$ cat config.mk
export PLATFORM = sky130hd
export DESIGN_NAME = mod_exp_ctrl
export DESIGN_NICKNAME = d
export VERILOG_FILES = /design/src/rtl/mod_exp_ctrl.sv
export SDC_FILE = /design/constraint.sdc
export NUM_CORES = 1
export LEC_CHECK = 0
export CAP_MARGIN = 20
export CELL_PAD_IN_SITES_DETAIL_PLACEMENT = 1
export CELL_PAD_IN_SITES_GLOBAL_PLACEMENT = 1
export CORE_ASPECT_RATIO = 1.1
export CORE_UTILIZATION = 33
export CTS_CLUSTER_DIAMETER = 150
export CTS_CLUSTER_SIZE = 12
export DETAILED_ROUTE_END_ITERATION = 10
export PLACE_DENSITY = 0.66
export SLEW_MARGIN = 20
export SYNTH_ARGS = -nofsm -noshare
export SYNTH_HDL_FRONTEND = slang
export SYNTH_SLANG_ARGS = --single-unit
$ cat constraint.sdc
create_clock -name clk -period 10.11 [get_ports clk]
set_clock_uncertainty 0.05 [all_clocks]
set_input_delay 1.011 -clock clk [delete_from_list [all_inputs] [get_ports clk]]
set_output_delay 1.011 -clock clk [all_outputs]
set_load 0.1 [all_outputs]
$ cat src/rtl/mod_exp_ctrl.sv
// Modular exponentiation controller: left-to-right square-and-multiply,
// each 2*BIT-bit product is handed to an external shift/subtract reducer.
module mod_exp_ctrl #(
  parameter int BIT     = 8,
  parameter int HSK_TMO = 4,
  parameter int OP_TMO  = 64
) (
  input  logic           clk,
  input  logic           rst,
  input  logic           start,
  input  logic [BIT-1:0] base,
  input  logic [BIT-1:0] exp,
  input  logic [BIT-1:0] modulus,
  output logic           busy,
  output logic           done,
  output logic           err,
  output logic [BIT-1:0] result,
  output logic           red_start,
  input  logic           red_busy,
  output logic [BIT:0]   red_hreg,
  output logic [BIT-1:0] red_lreg,
  output logic [BIT-1:0] red_c,
  input  logic [BIT-1:0] red_m
);

  localparam int IW   = (BIT > 1) ? $clog2(BIT) : 1;
  localparam int TMAX = (HSK_TMO > OP_TMO) ? HSK_TMO : OP_TMO;
  localparam int TW   = $clog2(TMAX + 1);

  typedef enum logic [2:0] {
    S_IDLE, S_ISSUE, S_WAIT_HI, S_WAIT_LO, S_RELEASE, S_FIN
  } state_e;

  typedef enum logic [1:0] {OP_REDB, OP_SQR, OP_MUL} op_e;

  state_e         state_q, state_d;
  op_e            op_q, op_d;
  logic [IW-1:0]  i_q, i_d;
  logic [TW-1:0]  cnt_q, cnt_d;
  logic [BIT-1:0] base_q, base_d, exp_q, exp_d, mod_q, mod_d;
  logic [BIT-1:0] acc_q, acc_d, bm_q, bm_d, result_q, result_d;
  logic           busy_q, busy_d, done_q, done_d, err_q, err_d;
  logic           red_start_q, red_start_d;
  logic [BIT:0]   red_hreg_q, red_hreg_d;
  logic [BIT-1:0] red_lreg_q, red_lreg_d, red_c_q, red_c_d;

  // Successor of the operation that just completed
  op_e            nxt_op;
  logic [IW-1:0]  nxt_i;
  logic           nxt_fin;

  always_comb begin
    nxt_op  = OP_SQR;
    nxt_i   = i_q;
    nxt_fin = 1'b0;
    case (op_q)
      OP_REDB: nxt_op = OP_SQR;
      OP_SQR: begin
        if (exp_q[i_q])      nxt_op  = OP_MUL;
        else if (i_q == '0)  nxt_fin = 1'b1;
        else                 nxt_i   = i_q - IW'(1);
      end
      default: begin
        if (i_q == '0) nxt_fin = 1'b1;
        else           nxt_i   = i_q - IW'(1);
      end
    endcase
  end

  // Operands for the op being launched; RELEASE launches the successor directly
  op_e            issue_op;
  logic [BIT-1:0] mul_b;
  logic [2*BIT-1:0] a_ext, b_ext, prod;
  logic [BIT:0]   opnd_h;
  logic [BIT-1:0] opnd_l;

  always_comb begin
    issue_op = (state_q == S_RELEASE) ? nxt_op : op_q;
    mul_b    = (issue_op == OP_MUL) ? bm_q : acc_q;
    a_ext    = {{BIT{1'b0}}, acc_q};
    b_ext    = {{BIT{1'b0}}, mul_b};
    prod     = a_ext * b_ext;
    if (issue_op == OP_REDB) begin
      opnd_h = '0;
      opnd_l = base_q;
    end else begin
      opnd_h = {1'b0, prod[2*BIT-1:BIT]};
      opnd_l = prod[BIT-1:0];
    end
  end

  always_comb begin
    state_d     = state_q;
    op_d        = op_q;
    i_d         = i_q;
    cnt_d       = cnt_q;
    base_d      = base_q;
    exp_d       = exp_q;
    mod_d       = mod_q;
    acc_d       = acc_q;
    bm_d        = bm_q;
    result_d    = result_q;
    busy_d      = busy_q;
    done_d      = 1'b0;
    err_d       = err_q;
    red_start_d = red_start_q;
    red_hreg_d  = red_hreg_q;
    red_lreg_d  = red_lreg_q;
    red_c_d     = red_c_q;
    case (state_q)
      S_IDLE: begin
        if (start) begin
          base_d  = base;
          exp_d   = exp;
          mod_d   = modulus;
          acc_d   = BIT'(1);
          i_d     = IW'(BIT - 1);
          err_d   = 1'b0;
          busy_d  = 1'b1;
          op_d    = OP_REDB;
          state_d = S_ISSUE;
        end
      end
      S_ISSUE: begin
        red_hreg_d  = opnd_h;
        red_lreg_d  = opnd_l;
        red_c_d     = mod_q;
        red_start_d = 1'b1;
        cnt_d       = '0;
        state_d     = S_WAIT_HI;
      end
      S_WAIT_HI: begin
        if (red_busy) begin
          cnt_d   = '0;
          state_d = S_WAIT_LO;
        end else if (cnt_q == TW'(HSK_TMO - 1)) begin
          err_d       = 1'b1;
          red_start_d = 1'b0;
          done_d      = 1'b1;
          busy_d      = 1'b0;
          state_d     = S_IDLE;
        end else begin
          cnt_d = cnt_q + TW'(1);
        end
      end
      S_WAIT_LO: begin
        if (!red_busy) begin
          if (op_q == OP_REDB) bm_d  = red_m;
          else                 acc_d = red_m;
          red_start_d = 1'b0;
          state_d     = S_RELEASE;
        end else if (cnt_q == TW'(OP_TMO - 1)) begin
          err_d       = 1'b1;
          red_start_d = 1'b0;
          done_d      = 1'b1;
          busy_d      = 1'b0;
          state_d     = S_IDLE;
        end else begin
          cnt_d = cnt_q + TW'(1);
        end
      end
      S_RELEASE: begin
        // red_start is low for this single cycle, then the next op is issued
        if (nxt_fin) begin
          state_d = S_FIN;
        end else begin
          op_d        = nxt_op;
          i_d         = nxt_i;
          red_hreg_d  = opnd_h;
          red_lreg_d  = opnd_l;
          red_c_d     = mod_q;
          red_start_d = 1'b1;
          cnt_d       = '0;
          state_d     = S_WAIT_HI;
        end
      end
      S_FIN: begin
        result_d = acc_q;
        done_d   = 1'b1;
        busy_d   = 1'b0;
        state_d  = S_IDLE;
      end
      default: state_d = S_IDLE;
    endcase
  end

  always_ff @(posedge clk) begin
    if (rst) begin
      state_q     <= S_IDLE;
      op_q        <= OP_REDB;
      i_q         <= '0;
      cnt_q       <= '0;
      base_q      <= '0;
      exp_q       <= '0;
      mod_q       <= '0;
      acc_q       <= '0;
      bm_q        <= '0;
      result_q    <= '0;
      busy_q      <= 1'b0;
      done_q      <= 1'b0;
      err_q       <= 1'b0;
      red_start_q <= 1'b0;
      red_hreg_q  <= '0;
      red_lreg_q  <= '0;
      red_c_q     <= '0;
    end else begin
      state_q     <= state_d;
      op_q        <= op_d;
      i_q         <= i_d;
      cnt_q       <= cnt_d;
      base_q      <= base_d;
      exp_q       <= exp_d;
      mod_q       <= mod_d;
      acc_q       <= acc_d;
      bm_q        <= bm_d;
      result_q    <= result_d;
      busy_q      <= busy_d;
      done_q      <= done_d;
      err_q       <= err_d;
      red_start_q <= red_start_d;
      red_hreg_q  <= red_hreg_d;
      red_lreg_q  <= red_lreg_d;
      red_c_q     <= red_c_d;
    end
  end

  assign busy      = busy_q;
  assign done      = done_q;
  assign err       = err_q;
  assign result    = result_q;
  assign red_start = red_start_q;
  assign red_hreg  = red_hreg_q;
  assign red_lreg  = red_lreg_q;
  assign red_c     = red_c_q;

endmodule

-- After elaboration in Yosys (flattened, before gate mapping)
Index checks and enable logic that the tools add are counted.
- flip-flop bits (word level): 92
- logic and storage cells: 129
- output and inout bits: 37
- order comparisons: 1
- multiplexer cells: 63
- $mul: 1
- add/sub/neg operators: 2
- bitwise operators: 1
- reduce and logical (&&, ||, !) cells: 21
- eq/ne operators: 23
- operators with widths (operator ; number):
    2-to-1 mux 8 bit ; 8
    case mux 8 bit (2 select lines) ; 3
    2-to-1 mux 7 bit ; 5
    2-to-1 mux 3 bit ; 10
    case mux 7 bit (4 select lines) ; 1
    != test 2 bit (second input constant) ; 10
    2-to-1 mux 1 bit ; 19
    case mux 9 bit (2 select lines) ; 1
    multiplier 8 x 8 -> 16 bit ; 1
    case mux 3 bit (5 select lines) ; 1
    AND reduction 5 bit ; 3
    != test 3 bit (second input constant) ; 4
    case mux 3 bit (2 select lines) ; 2
    AND reduction 6 bit ; 2
    2-to-1 mux 2 bit ; 5
    2-to-1 mux 9 bit ; 1
    AND reduction 3 bit ; 3
    case mux 1 bit (4 select lines) ; 2
    nonzero test 4 bit ; 2
    adder 7 x 1 -> 7 bit (second input constant) ; 1
    == test 7 x 2 -> 1 bit (second input constant) ; 1
    == test 7 x 6 -> 1 bit (second input constant) ; 1
    == test 3 x 2 -> 1 bit (second input constant) ; 2
    == test 3 bit (second input constant) ; 2
    16 further kinds ; 22

-- Longest topological paths before layout
- depth after elaboration: 11
- gate-level depth with buffers: 23
- mapped depth without buffers: 21

-- Least setup slack after synthesis
No wires, ideal clock.
- path type: register -> register
- start point: register state_q[0]
- end point: register red_hreg_q[6] (netlist: red_hreg[6])
- library setup time: 0.132 ns
- arrival: 5.463 ns
- stages on the path, launching flop included: 22
- clock period less this slack: 5.644 ns
- buffers on the path: 3
- slack: 4.466 ns
- cells stage by stage: dfxtp_1 > buf_2 > or3b_1 > clkbuf_1 > nor4b_4 > a21o_1 > buf_8 > mux2_4 > and2_1 > fa_1 > fa_1 > fa_1 > inv_1 > fa_1 > inv_1 > ha_1 > nand2_1 > o21ai_0 > nand4_1 > and3_1 > o2111ai_1 > o21ai_0
- word-level cells in the longest chain between the ends: 8
- elaborated cells between the ends (all ways): 13
- classes of those cells: 1 x mul; 4 x eq/ne; 5 x mux; 3 x reduce/logical
- ends and longest elaborated chain (what ; RTL line ; RTL):
    start: declaration ; 36 ; state_e state_q, state_d;
    start signal: assignment ; 207 ; state_q <= state_d;
    == test 3 bit ; 78, 110 ;
    2-to-1 mux 2 bit ; 78 ; issue_op = (state_q == S_RELEASE) ? nxt_op : op_q;
    == test 2 bit ; 79 ; mul_b = (issue_op == OP_MUL) ? bm_q : acc_q;
    2-to-1 mux 8 bit ; 79 ;
    multiplier 8 x 8 -> 16 bit ; 82 ; prod = a_ext * b_ext;
    2-to-1 mux 8 bit ; 83 ; if (issue_op == OP_REDB) begin
    2-to-1 mux 9 bit ; 164 ; if (nxt_fin) begin
    case mux 9 bit (2 select lines) ; 110 ; case (state_q)
    end signal: assignment ; 221 ; red_hreg_q <= red_hreg_d;
    end: declaration ; 44 ; logic [BIT:0] red_hreg_q, red_hreg_d;
Parallel ways exist; a longest one is shown, timed or not. The select of a mux whose other input is x is not followed.
A chain may end at the register's enable or synchronous reset.

-- Worst setup path after layout
- start point: register state_q[0]
- end point: register red_hreg_q[5] (netlist: red_hreg[5])
Same word-level chain as after synthesis.

==> results.md <==
- Status: finished, final reports clean
- Die width: roughly 130 um
- Die area: between 15000 and 20000 um^2
- Initial antenna violation count: 0
- RSZ-0062 raised after global routing: no
- Dpl hpwl: 12800 um
- HP Class: register to register
- Rel. slew slack: between 30 and 40%
- GRT Residual Overflow: 0
- FP Rows: between 50 and 60
- DRC violations left: 0
- Crit path top cell by count: fa_1
- Period minus WS final: 6.81 ns
- Non-filler cells, final: between 1000 and 1500
- Share of layout cells above drive strength 1: 5.32%
- Post-synthesis mux area share: 4.29%
- WL per Instance: about 16 um
- Gr usage total: 18.6%
- Cell taking the most area after synthesis: dfxtp_1
- Port Buf Inserts: 71
- P_leak: roughly 0.0028 uW
- Number of synthesized register bits: between 90 and 100
- Crit Path Class: register to register
- FMAX: between 0.1 and 0.15 GHz
- Core area: 17900 um^2
- TNS Setup: 0 ns
- Share of the synthesized area in the top cell type: about 30%
- Slew Viols, Final: 0
- Peak supply drop: 0.107 mV
- Drt total wl: approximately 17000 um
- TritonCTS Buffers: 9
- Via count: between 5000 and 6000
- Simple-gate share of the synthesized area: 22.9%
- DRT antenna net count: 0
- CTS tree: yes
- Synth warnings: 0
- Number of post-CTS setup repair buffers: 0
- Final GP Congestion: roughly 0.85
- Main synth FF type: dfxtp_1
- H-tree Lvls: 3
- Crit-path slowest cell: or3b_1
- Post-synthesis cell count: 740
- Yosys cell types: 49
- Initial Utilization: 33.9%
- Syn_area_per_cell: ~8.2 um^2
- Top-level I/O count: 73
- CTS max path bufs: 2
- Final Core Density: 40.8%
- CP arrival: 7.00 ns
- Crit start category: register
- Nets: ~900
- Final Hold Fails: 0
- Period utilization: between 60% and 70%
- Largest family of logic cells by synthesized area: simple AND/OR/NAND/NOR gates
- Number of global-route vias before repair: about 5400
- Synthesized cell area: 6060 um^2
- Cts hold-fix bufs: 0
- Slew @ Worst Pin: ~1.0 ns
- Post_cts resized: 0
- Die height: 144 um
- Synth area leaders: dfxtp_1, fa_1, nand2_1
- Sink Count: roughly 90
- Clock insertion delay at the later pin of the skew report: between 0.3 and 0.4 ns
- Post-route worst setup slack: around 3.3 ns
- Cells after DPL: just over 1000
- First-pass GRT wire length: between 20000 and 30000 um
- Final setup violation count: 0
- Compound-gate portion of the synthesized area: roughly 15%
- Drt first pass iters: 4
- Initial DRC count: roughly 170
- WP data required: slightly above 10 ns
- Sequential-to-total area share from yosys stat: 30.0%
- Crit-path cells: or3b_1 -> nor4b_4 -> a21o_1 -> mux2i_4 -> nand2b_1 -> fa_1 -> fa_1 -> inv_1 -> fa_1 -> inv_1 -> fa_1 -> inv_1 -> ha_1 -> o21a_1 -> o31a_1 -> o211ai_1 -> a21boi_0 -> o21a_1 -> o32ai_1
- Routed vias/inst: ~5.1
- Synth async-reset ratio: 0%
- Root Buffer: clkbuf_16
- # Max-Cap Violations: 0
- CTS clock-pin slew for the worst setup and hold paths: 0.07 ns
- Pwr Density: ~150 nW/um^2
- Largest net degree at the start of global routing: 86
- Post-synth EDFFs: 0
- Crit end category: register
- Ant. Diodes: 0
- Adder-Cell Fraction of Synth Area: roughly a fifth
- Area delta synth->final: 20.2%
- Max stage delay on crit path: around 0.64 ns
- Xor/xnor cell area share of the yosys netlist: less than 1%
- Max Fanout on Critical Path: 26
- Post-synthesis net count: 851
- Pre-CTS WS: ~3.3 ns
## layer usage
metal  vias to the layer above  share of wire (%)  track usage [%]  routed length, um
met1                      2602                 45             22.7               7610
li1                       2562                  -                -                  -
met3                        12                2.7             2.87                450
met4                         0                1.2             5.63                206
met5                         -                  0                0                  0
met2                        61                 51             33.8               8610
## metrics by stage
stage                     cell area [um^2]  power (uW)  hold WS (ns)
after global routing                  7290        1180         0.424
after floorplan                       6060         665         0.383
final                                 7290        1130         0.403
after detailed placement              6960         765         0.399
after global placement                6960         757         0.393
after CTS                             7290        1140         0.408
## cell usage after synthesis (3+ instances only)
library cell  number
clkbuf_1          37
mux2i_4            5
nand2_1          135
and3_1             3
inv_1             58
nand2b_1          10
a21oi_1           81
a311oi_1          10
a21o_1             3
and2_1            12
mux2_2             4
o211ai_1           6
o32ai_1            4
nand3_1           31
a211oi_1           7
a31oi_1            4
buf_2              4
nor3_1             9
xnor2_1            6
nor2_1            41
fa_1              36
o21ai_0           21
or3_1              3
nor2b_1           43
ha_1              39
dfxtp_1           91
o21a_1             8
## final cells by class
class | instances | area [um^2]
Clock buffer | 10 | 239
Clock inverter | 5 | 85.1
Inverter | 58 | 218
Timing Repair Buffer | 78 | 758
Multi-Input combinational cell | 548 | 3870
Sequential cell | 91 | 1820
Tap cell | 238 | 298
Fill cell | 2154 | 10600
## registers in the layout (all words and copies together), names as in the netlist, 7 cells and up
register  cells
base_q        8
red_lreg      8
red_hreg      8
red_c         8
bm_q          8
mod_q         8
acc_q         8
cnt_q         7
exp_q         8
result        8
## cell families after synthesis
group	Yosys count
simple gates	296
compound gates	155
buf+inv	101
flops	91
fa+ha+maj	75
mux	15
xor+xnor	6
other cells	1
## critical path: cells and delay by family, from the launching register on
family	cells	cell delay, ns
fa+ha+maj	5	2.44
compound gates	7	1.77
simple gates	3	1.24
flops	1	0.60
mux	1	0.41
buf+inv	3	0.16
## power by group
| part | total [uW] | switching (uW) | internal, uW |
|---|---|---|---|
| registers | 430 | 37.7 | 393 |
| clock network | 373 | 150 | 223 |
| logic | 325 | 226 | 98.5 |
| total | 1130 | 414 | 715 |
## path summary, 6_finish.rpt
kind	start	end	slack, ns	cells past startpoint
setup / recovery	state_q[0]	red_hreg[5]	3.30	19
hold / removal	exp_q[4]	exp_q[4]	0.40	2
setup reg to reg	state_q[0]	red_hreg[5]	3.30	19
hold reg to reg	exp_q[4]	exp_q[4]	0.40	2
## layout by cell type, fill, tap and decap left out, types with 31 or more instances in the layout
cell type        count
a21oi_1             81
dfxtp_1             91
nand3_1             31
fa_1                36
inv_1               58
clkdlybuf4s50_1     70
nor2b_1             43
nor2_1              41
ha_1                39
nand2_1            135
Power figures use the tool's default switching activity.
